===== src/rtl/top.sv =====
// System top: sine table, LFSR noise, flash/SRAM/peripheral decode, UART ID receiver
// driving a two-digit 7-segment display, and a moving-average filter (enabled by TOP_LPF_EN).
module top #(
  parameter int N = 4
) (
  input  logic              clk,
  input  logic              nRESET,
  input  logic [8*N-1:0]    address,
  input  logic              read,
  input  logic              write,
  input  logic              rx,
  input  logic [31:0]       noisy_data,
  output logic signed [7:0] out,
  output logic [N-1:0]      lfsr_4bit,
  output logic [2*N-1:0]    lfsr_8bit,
  output logic [8*N-1:0]    lfsr_32bit,
  output logic              CS0,
  output logic              CS1,
  output logic              WP,
  output logic              CE0,
  output logic              CE1,
  output logic              OE0,
  output logic              OE1,
  output logic              WE0,
  output logic              WE1,
  output logic              Control_Module,
  output logic              UART1,
  output logic              rx_busy,
  output logic [7:0]        data,
  output logic [13:0]       Seven_Segment_Display,
  output logic [31:0]       filtered_data
);

  typedef enum logic [1:0] {U_IDLE, U_START, U_DATA, U_STOP} uart_state_t;
  typedef enum logic [1:0] {D_IDLE, D_REC, D_DONE} disp_state_t;

  localparam logic [13:0] BLANK = 14'h3FFF;

  logic [5:0]  sine_idx;
  uart_state_t u_state;
  logic [7:0]  shift;
  logic [2:0]  bit_cnt;
  logic        id_valid;
  disp_state_t d_state;
  logic [3:0]  tens;
  logic [3:0]  ones;

  // Quarter-wave table of round(127*sin(2*pi*k/64)), mirrored and negated for the rest
  function automatic logic signed [7:0] sine_lut(input logic [5:0] k);
    logic [4:0] h;
    logic [4:0] q;
    logic [6:0] mag;
    h = k[4:0];
    q = (h > 5'd16) ? 5'(6'd32 - {1'b0, h}) : h;
    case (q)
      5'd0:    mag = 7'd0;
      5'd1:    mag = 7'd12;
      5'd2:    mag = 7'd25;
      5'd3:    mag = 7'd37;
      5'd4:    mag = 7'd49;
      5'd5:    mag = 7'd60;
      5'd6:    mag = 7'd71;
      5'd7:    mag = 7'd81;
      5'd8:    mag = 7'd90;
      5'd9:    mag = 7'd98;
      5'd10:   mag = 7'd106;
      5'd11:   mag = 7'd112;
      5'd12:   mag = 7'd117;
      5'd13:   mag = 7'd122;
      5'd14:   mag = 7'd125;
      5'd15:   mag = 7'd126;
      5'd16:   mag = 7'd127;
      default: mag = 7'd0;
    endcase
    return k[5] ? -$signed({1'b0, mag}) : $signed({1'b0, mag});
  endfunction

  function automatic logic [6:0] seg7(input logic [3:0] d);
    case (d)
      4'd0:    return 7'h40;
      4'd1:    return 7'h79;
      4'd2:    return 7'h24;
      4'd3:    return 7'h30;
      4'd4:    return 7'h19;
      4'd5:    return 7'h12;
      4'd6:    return 7'h02;
      4'd7:    return 7'h78;
      4'd8:    return 7'h00;
      4'd9:    return 7'h10;
      default: return 7'h7F;
    endcase
  endfunction

  always_ff @(posedge clk) begin
    if (!nRESET) begin
      sine_idx   <= '0;
      out        <= '0;
      lfsr_4bit  <= N'(1);
      lfsr_8bit  <= (2*N)'(1);
      lfsr_32bit <= (8*N)'(1);
    end else begin
      sine_idx   <= sine_idx + 6'd1;
      out        <= sine_lut(sine_idx);
      lfsr_4bit  <= {lfsr_4bit[N-2:0], lfsr_4bit[3] ^ lfsr_4bit[2]};
      lfsr_8bit  <= {lfsr_8bit[2*N-2:0],
                     lfsr_8bit[7] ^ lfsr_8bit[5] ^ lfsr_8bit[4] ^ lfsr_8bit[3]};
      lfsr_32bit <= {lfsr_32bit[8*N-2:0],
                     lfsr_32bit[31] ^ lfsr_32bit[21] ^ lfsr_32bit[1] ^ lfsr_32bit[0]};
    end
  end

  assign CS0            = (address <= 32'h07FF_FFFF);
  assign CS1            = (address >= 32'h0800_0000) && (address <= 32'h0FFF_FFFF);
  assign WP             = CS0 | CS1;
  assign CE0            = (address >= 32'h1000_0000) && (address <= 32'h13FF_FFFF);
  assign CE1            = (address >= 32'h1400_0000) && (address <= 32'h17FF_FFFF);
  // Read takes priority over write when both strobes are asserted
  assign OE0            = CE0 & read;
  assign OE1            = CE1 & read;
  assign WE0            = CE0 & write & ~read;
  assign WE1            = CE1 & write & ~read;
  assign Control_Module = (address >= 32'h44E1_0000) && (address <= 32'h44E1_1FFF);
  assign UART1          = (address >= 32'h4802_2000) && (address <= 32'h4802_2FFF);

  // Start bit must be low for two samples; a high second sample is treated as a glitch
  always_ff @(posedge clk) begin
    if (!nRESET) begin
      u_state  <= U_IDLE;
      shift    <= '0;
      bit_cnt  <= '0;
      data     <= '0;
      id_valid <= 1'b0;
      rx_busy  <= 1'b0;
    end else begin
      id_valid <= 1'b0;
      case (u_state)
        U_IDLE: begin
          if (!rx) begin
            u_state <= U_START;
            rx_busy <= 1'b1;
          end
        end
        U_START: begin
          if (!rx) begin
            u_state <= U_DATA;
            bit_cnt <= '0;
          end else begin
            u_state <= U_IDLE;
            rx_busy <= 1'b0;
          end
        end
        U_DATA: begin
          shift   <= {shift[6:0], rx};
          bit_cnt <= bit_cnt + 3'd1;
          if (bit_cnt == 3'd7) u_state <= U_STOP;
        end
        U_STOP: begin
          if (rx) begin
            data     <= shift;
            id_valid <= 1'b1;
          end
          u_state <= U_IDLE;
          rx_busy <= 1'b0;
        end
        default: begin
          u_state <= U_IDLE;
          rx_busy <= 1'b0;
        end
      endcase
    end
  end

  // Digits are recorded blank and only revealed once the "done" ID arrives
  always_ff @(posedge clk) begin
    if (!nRESET) begin
      d_state               <= D_IDLE;
      tens                  <= '0;
      ones                  <= '0;
      Seven_Segment_Display <= BLANK;
    end else if (id_valid) begin
      case (d_state)
        D_IDLE: begin
          if (data == 8'd5) begin
            d_state <= D_REC;
            tens    <= '0;
            ones    <= '0;
          end
        end
        D_REC: begin
          if (data >= 8'd10 && data <= 8'd45) begin
            tens <= ones;
            ones <= 4'(data % 8'd10);
          end else if (data == 8'd46) begin
            d_state               <= D_DONE;
            Seven_Segment_Display <= {seg7(tens), seg7(ones)};
          end
        end
        D_DONE: begin
          if (data == 8'd47) begin
            d_state               <= D_REC;
            tens                  <= '0;
            ones                  <= '0;
            Seven_Segment_Display <= BLANK;
          end else if (data == 8'd0) begin
            d_state               <= D_IDLE;
            Seven_Segment_Display <= BLANK;
          end
        end
        default: begin
          d_state               <= D_IDLE;
          Seven_Segment_Display <= BLANK;
        end
      endcase
    end
  end

`ifdef TOP_LPF_EN
  logic [31:0] x0, x1, x2, x3;
  logic [33:0] lpf_sum;

  assign lpf_sum = {2'b00, x0} + {2'b00, x1} + {2'b00, x2} + {2'b00, x3};

  always_ff @(posedge clk) begin
    if (!nRESET) begin
      x0            <= '0;
      x1            <= '0;
      x2            <= '0;
      x3            <= '0;
      filtered_data <= '0;
    end else begin
      x0            <= noisy_data;
      x1            <= x0;
      x2            <= x1;
      x3            <= x2;
      filtered_data <= 32'(lpf_sum >> 2);
    end
  end
`else
  always_ff @(posedge clk) begin
    if (!nRESET) filtered_data <= '0;
    else         filtered_data <= noisy_data;
  end
`endif

endmodule


===== config.mk =====
export PLATFORM = sky130hd
export DESIGN_NAME = top
export DESIGN_NICKNAME = d
export VERILOG_FILES = /design/src/rtl/top.sv
export SDC_FILE = /design/constraint.sdc
export NUM_CORES = 1
export LEC_CHECK = 0
export ABC_AREA = 1
export ABC_CLOCK_PERIOD_IN_PS = 6900
export CAP_MARGIN = 20
export CORE_AREA = 2 2 124 126
export CTS_CLUSTER_SIZE = 14
export DETAILED_ROUTE_END_ITERATION = 8
export DIE_AREA = 0 0 126 128
export PLACE_DENSITY = 0.72
export SETUP_SLACK_MARGIN = 0.4
export SYNTH_ARGS = -nofsm -noshare
export SYNTH_HDL_FRONTEND = slang
export SYNTH_SLANG_ARGS = --single-unit

===== constraint.sdc =====
create_clock -name clk -period 6.9 [get_ports clk]
set_input_delay 1.035 -clock clk [delete_from_list [all_inputs] [get_ports clk]]
set_output_delay 1.035 -clock clk [all_outputs]
set_load 0.02 [all_outputs]

==> results.cfg <==
[outcome]
status = complete, no violations

[synth]
yosys-top-cells-area = dfxtp_1, nand2_1, inv_1
synth-edff-count = 0
netlist_area_um2 = 6072
synth-seq-cells = 151
yosys_warnings = 0
synth.distinct_cells = 39
async_flop_share_pct = 0
synth_flop_cell = dfxtp_1
syn_nets = 869
syn_inst = 782
yosys.area.top_type = dfxtp_1
synth.avg_cell_area_um2 = 7.765
yosysSeqAreaShare_pct = 49.78
yosysTopAreaCellShare_pct = 49.78

[timing]
drv_slew = 0
skew_ns = 0.005391
min_period_over_period_pct = 57.87
max_freq_ghz = 0.2505
hold_violations = 0
rsz0062_at_grt = false
finalCriticalPeriod_ns = 3.993
relSlewSlack_pct = 28.96
finalSetupTns_ns = 0
setup_viol_count_final = 0
max_slew.worst_pin.slew_ns = 1.062

[routing]
route.detailed.drc = 0
antenna_left = 0
first_iter_violations = 227
viasPerCell = 4.624
vias = 5345
wl_um = 13730
wl_per_cell_um = 11.87
first_pass_iters = 5

[power]
peakVddDrop_mv = 0.1679
power_density_nw_per_um2 = 239.5
power_leakage_nw = 4.135
p_total_mw = 2.057

[setup_path]
end_kind = output pin
crit_arrival_ns = 2.96
path_class = input port to output pin
required_ns = 5.86
slowest_stage = clkdlybuf4s50_1
start_kind = input port
path_max_fanout = 2
critPathMaxStageDelay_ns = 0.61
crit_chain = clkdlybuf4s50_1, nor4_1, nand4_1, nor3_1, nand4_1, inv_1, clkdlybuf4s50_1

[floorplanning]
die_area_um2 = 16130
start_util_pct = 40.85
num_rows = 45
coreArea_um2 = 14860
die_x_um = 126
die_h_um = 128
ios = 187

[placement]
portBuffers = 174
hpwl_um = 9869
gp_congestion = 0.8333

[layout]
antenna_cells = 0
drive_above_1_share_pct = 7.025
layout_commonest_cell = clkdlybuf4s50_1
syn_to_final_growth_pct = 41.50
seqCellArea_um2 = 3023
layout_common_cells = clkdlybuf4s50_1, nand2_1, dfxtp_1
fillCellCount = 1348
nets = 1042
multiInputGateArea_um2 = 2391

[cts]
cts_setup_buffers = 0
path_clk_slew_ns = 0.06
h-tree-depth = 4
cts_buffer_depth = 2
insertion_delay_ns = 0.42
cts_resized = 0
cts_hold_buf = 0
cts_tree = yes
cts_sinks = 151
cts_buffers = 17
cts-root-buf = clkbuf_16

[global_routing]
antenna_found_initial = 0
grt_pass1_wl_um = 22970
overflow = 0
grt_pass1_vias = 5102
track_usage_pct = 17.44
grt_max_degree = 66

[hold_path]
hold_path.class = register to register

[run]
drv_cap = 0
[power by group]
group	total, mW	internal (mW)	switching (mW)
combinational	0.191	0.0892	0.102
sequential	0.913	0.899	0.0138
clock	0.954	0.616	0.338
total	2.06	1.60	0.454
[state kept, by name (all words and copies together) (netlist names), named ones only]
register               cells
filtered_data             32
lfsr_32bit                32
Seven_Segment_Display     14
data                       8
lfsr_8bit                  8
out                        8
shift                      8
sine_idx                   6
lfsr_4bit                  4
ones                       4
tens                       4
bit_cnt                    3
d_state                    2
id_valid                   1
rx_busy                    1
u_state                    1
[synthesized netlist by cell type, types with 2 or more instances]
| cell | instances |
|---|---|
| nand3_1 | 39 |
| xor2_1 | 3 |
| nand2_4 | 7 |
| ha_1 | 18 |
| o2111ai_1 | 2 |
| nand2_2 | 14 |
| o211ai_1 | 3 |
| nor3_1 | 16 |
| nand2_1 | 159 |
| clkbuf_1 | 20 |
| o21ai_0 | 41 |
| nand3b_1 | 4 |
| a21oi_1 | 35 |
| a311oi_1 | 2 |
| inv_2 | 4 |
| o22ai_1 | 14 |
| a22oi_1 | 3 |
| inv_1 | 146 |
| nor2_1 | 61 |
| nand3_2 | 4 |
| a31oi_1 | 3 |
| o21a_1 | 2 |
| dfxtp_1 | 151 |
| a211oi_1 | 2 |
| xnor2_1 | 4 |
| nor4_1 | 5 |
| or2_2 | 2 |
| nand4_1 | 7 |
[through the flow]
| stage | area (um^2) | cells | util (%) | setup slack (ns) | hold slack [ns] |
|---|---|---|---|---|---|
| global placement | 7971 | 1124 | 53.63 | 2.959 | 0.4173 |
| CTS | 8592 | 1156 | 57.80 | 2.931 | 0.4366 |
| finish | 8592 | 1156 | 57.80 | 2.907 | 0.4306 |
| floorplan | 6072 | 782 | - | 3.666 | 0.4245 |
| global route | 8592 | 1156 | 57.80 | 2.784 | 0.4503 |
| detailed placement | 7971 | 1124 | 53.63 | 2.936 | 0.4249 |
[cell type report]
class / count / share of cell area, %
Sequential cell: 151 / 35.18
Multi-Input combinational cell: 458 / 27.83
Timing Repair Buffer: 175 / 20.33
Inverter: 152 / 6.699
Clock buffer: 25 / 5.883
Tap cell: 188 / 2.738
Clock inverter: 7 / 1.340
[worst max-delay path, delay by kind of cell]
kind / cells / cell delay (ns)
buf+inv: 3 / 1.09
simple gates: 4 / 0.84
[metal layers]
layer  wire (um)  vias up  track usage, %
li1            -     2799               -
met1        5860     2407           20.14
met2        6496      119           28.62
met3        1175       20           8.139
met4         195        0           6.012
met5           0        -               0
[cell families after synthesis]
kind of cell | count (synthesis) | share of synthesized area [%]
buf+inv | 173 | 10.84
flops | 151 | 49.78
xor+xnor | 7 | 1.010
fa+ha+maj | 18 | 3.709
compound gates | 112 | 10.65
simple gates | 321 | 24.01
[worst paths after layout]
check                    start            to  slack [ns]  depth (start not counted)
hold / removal    lfsr_8bit[2]  lfsr_8bit[3]        0.43                          2
hold reg to reg   lfsr_8bit[2]  lfsr_8bit[3]        0.43                          2
setup / recovery   address[22]         UART1        2.91                          7
setup reg to reg       data[7]      register        3.81                         27
Power figures use the tool's default switching activity.
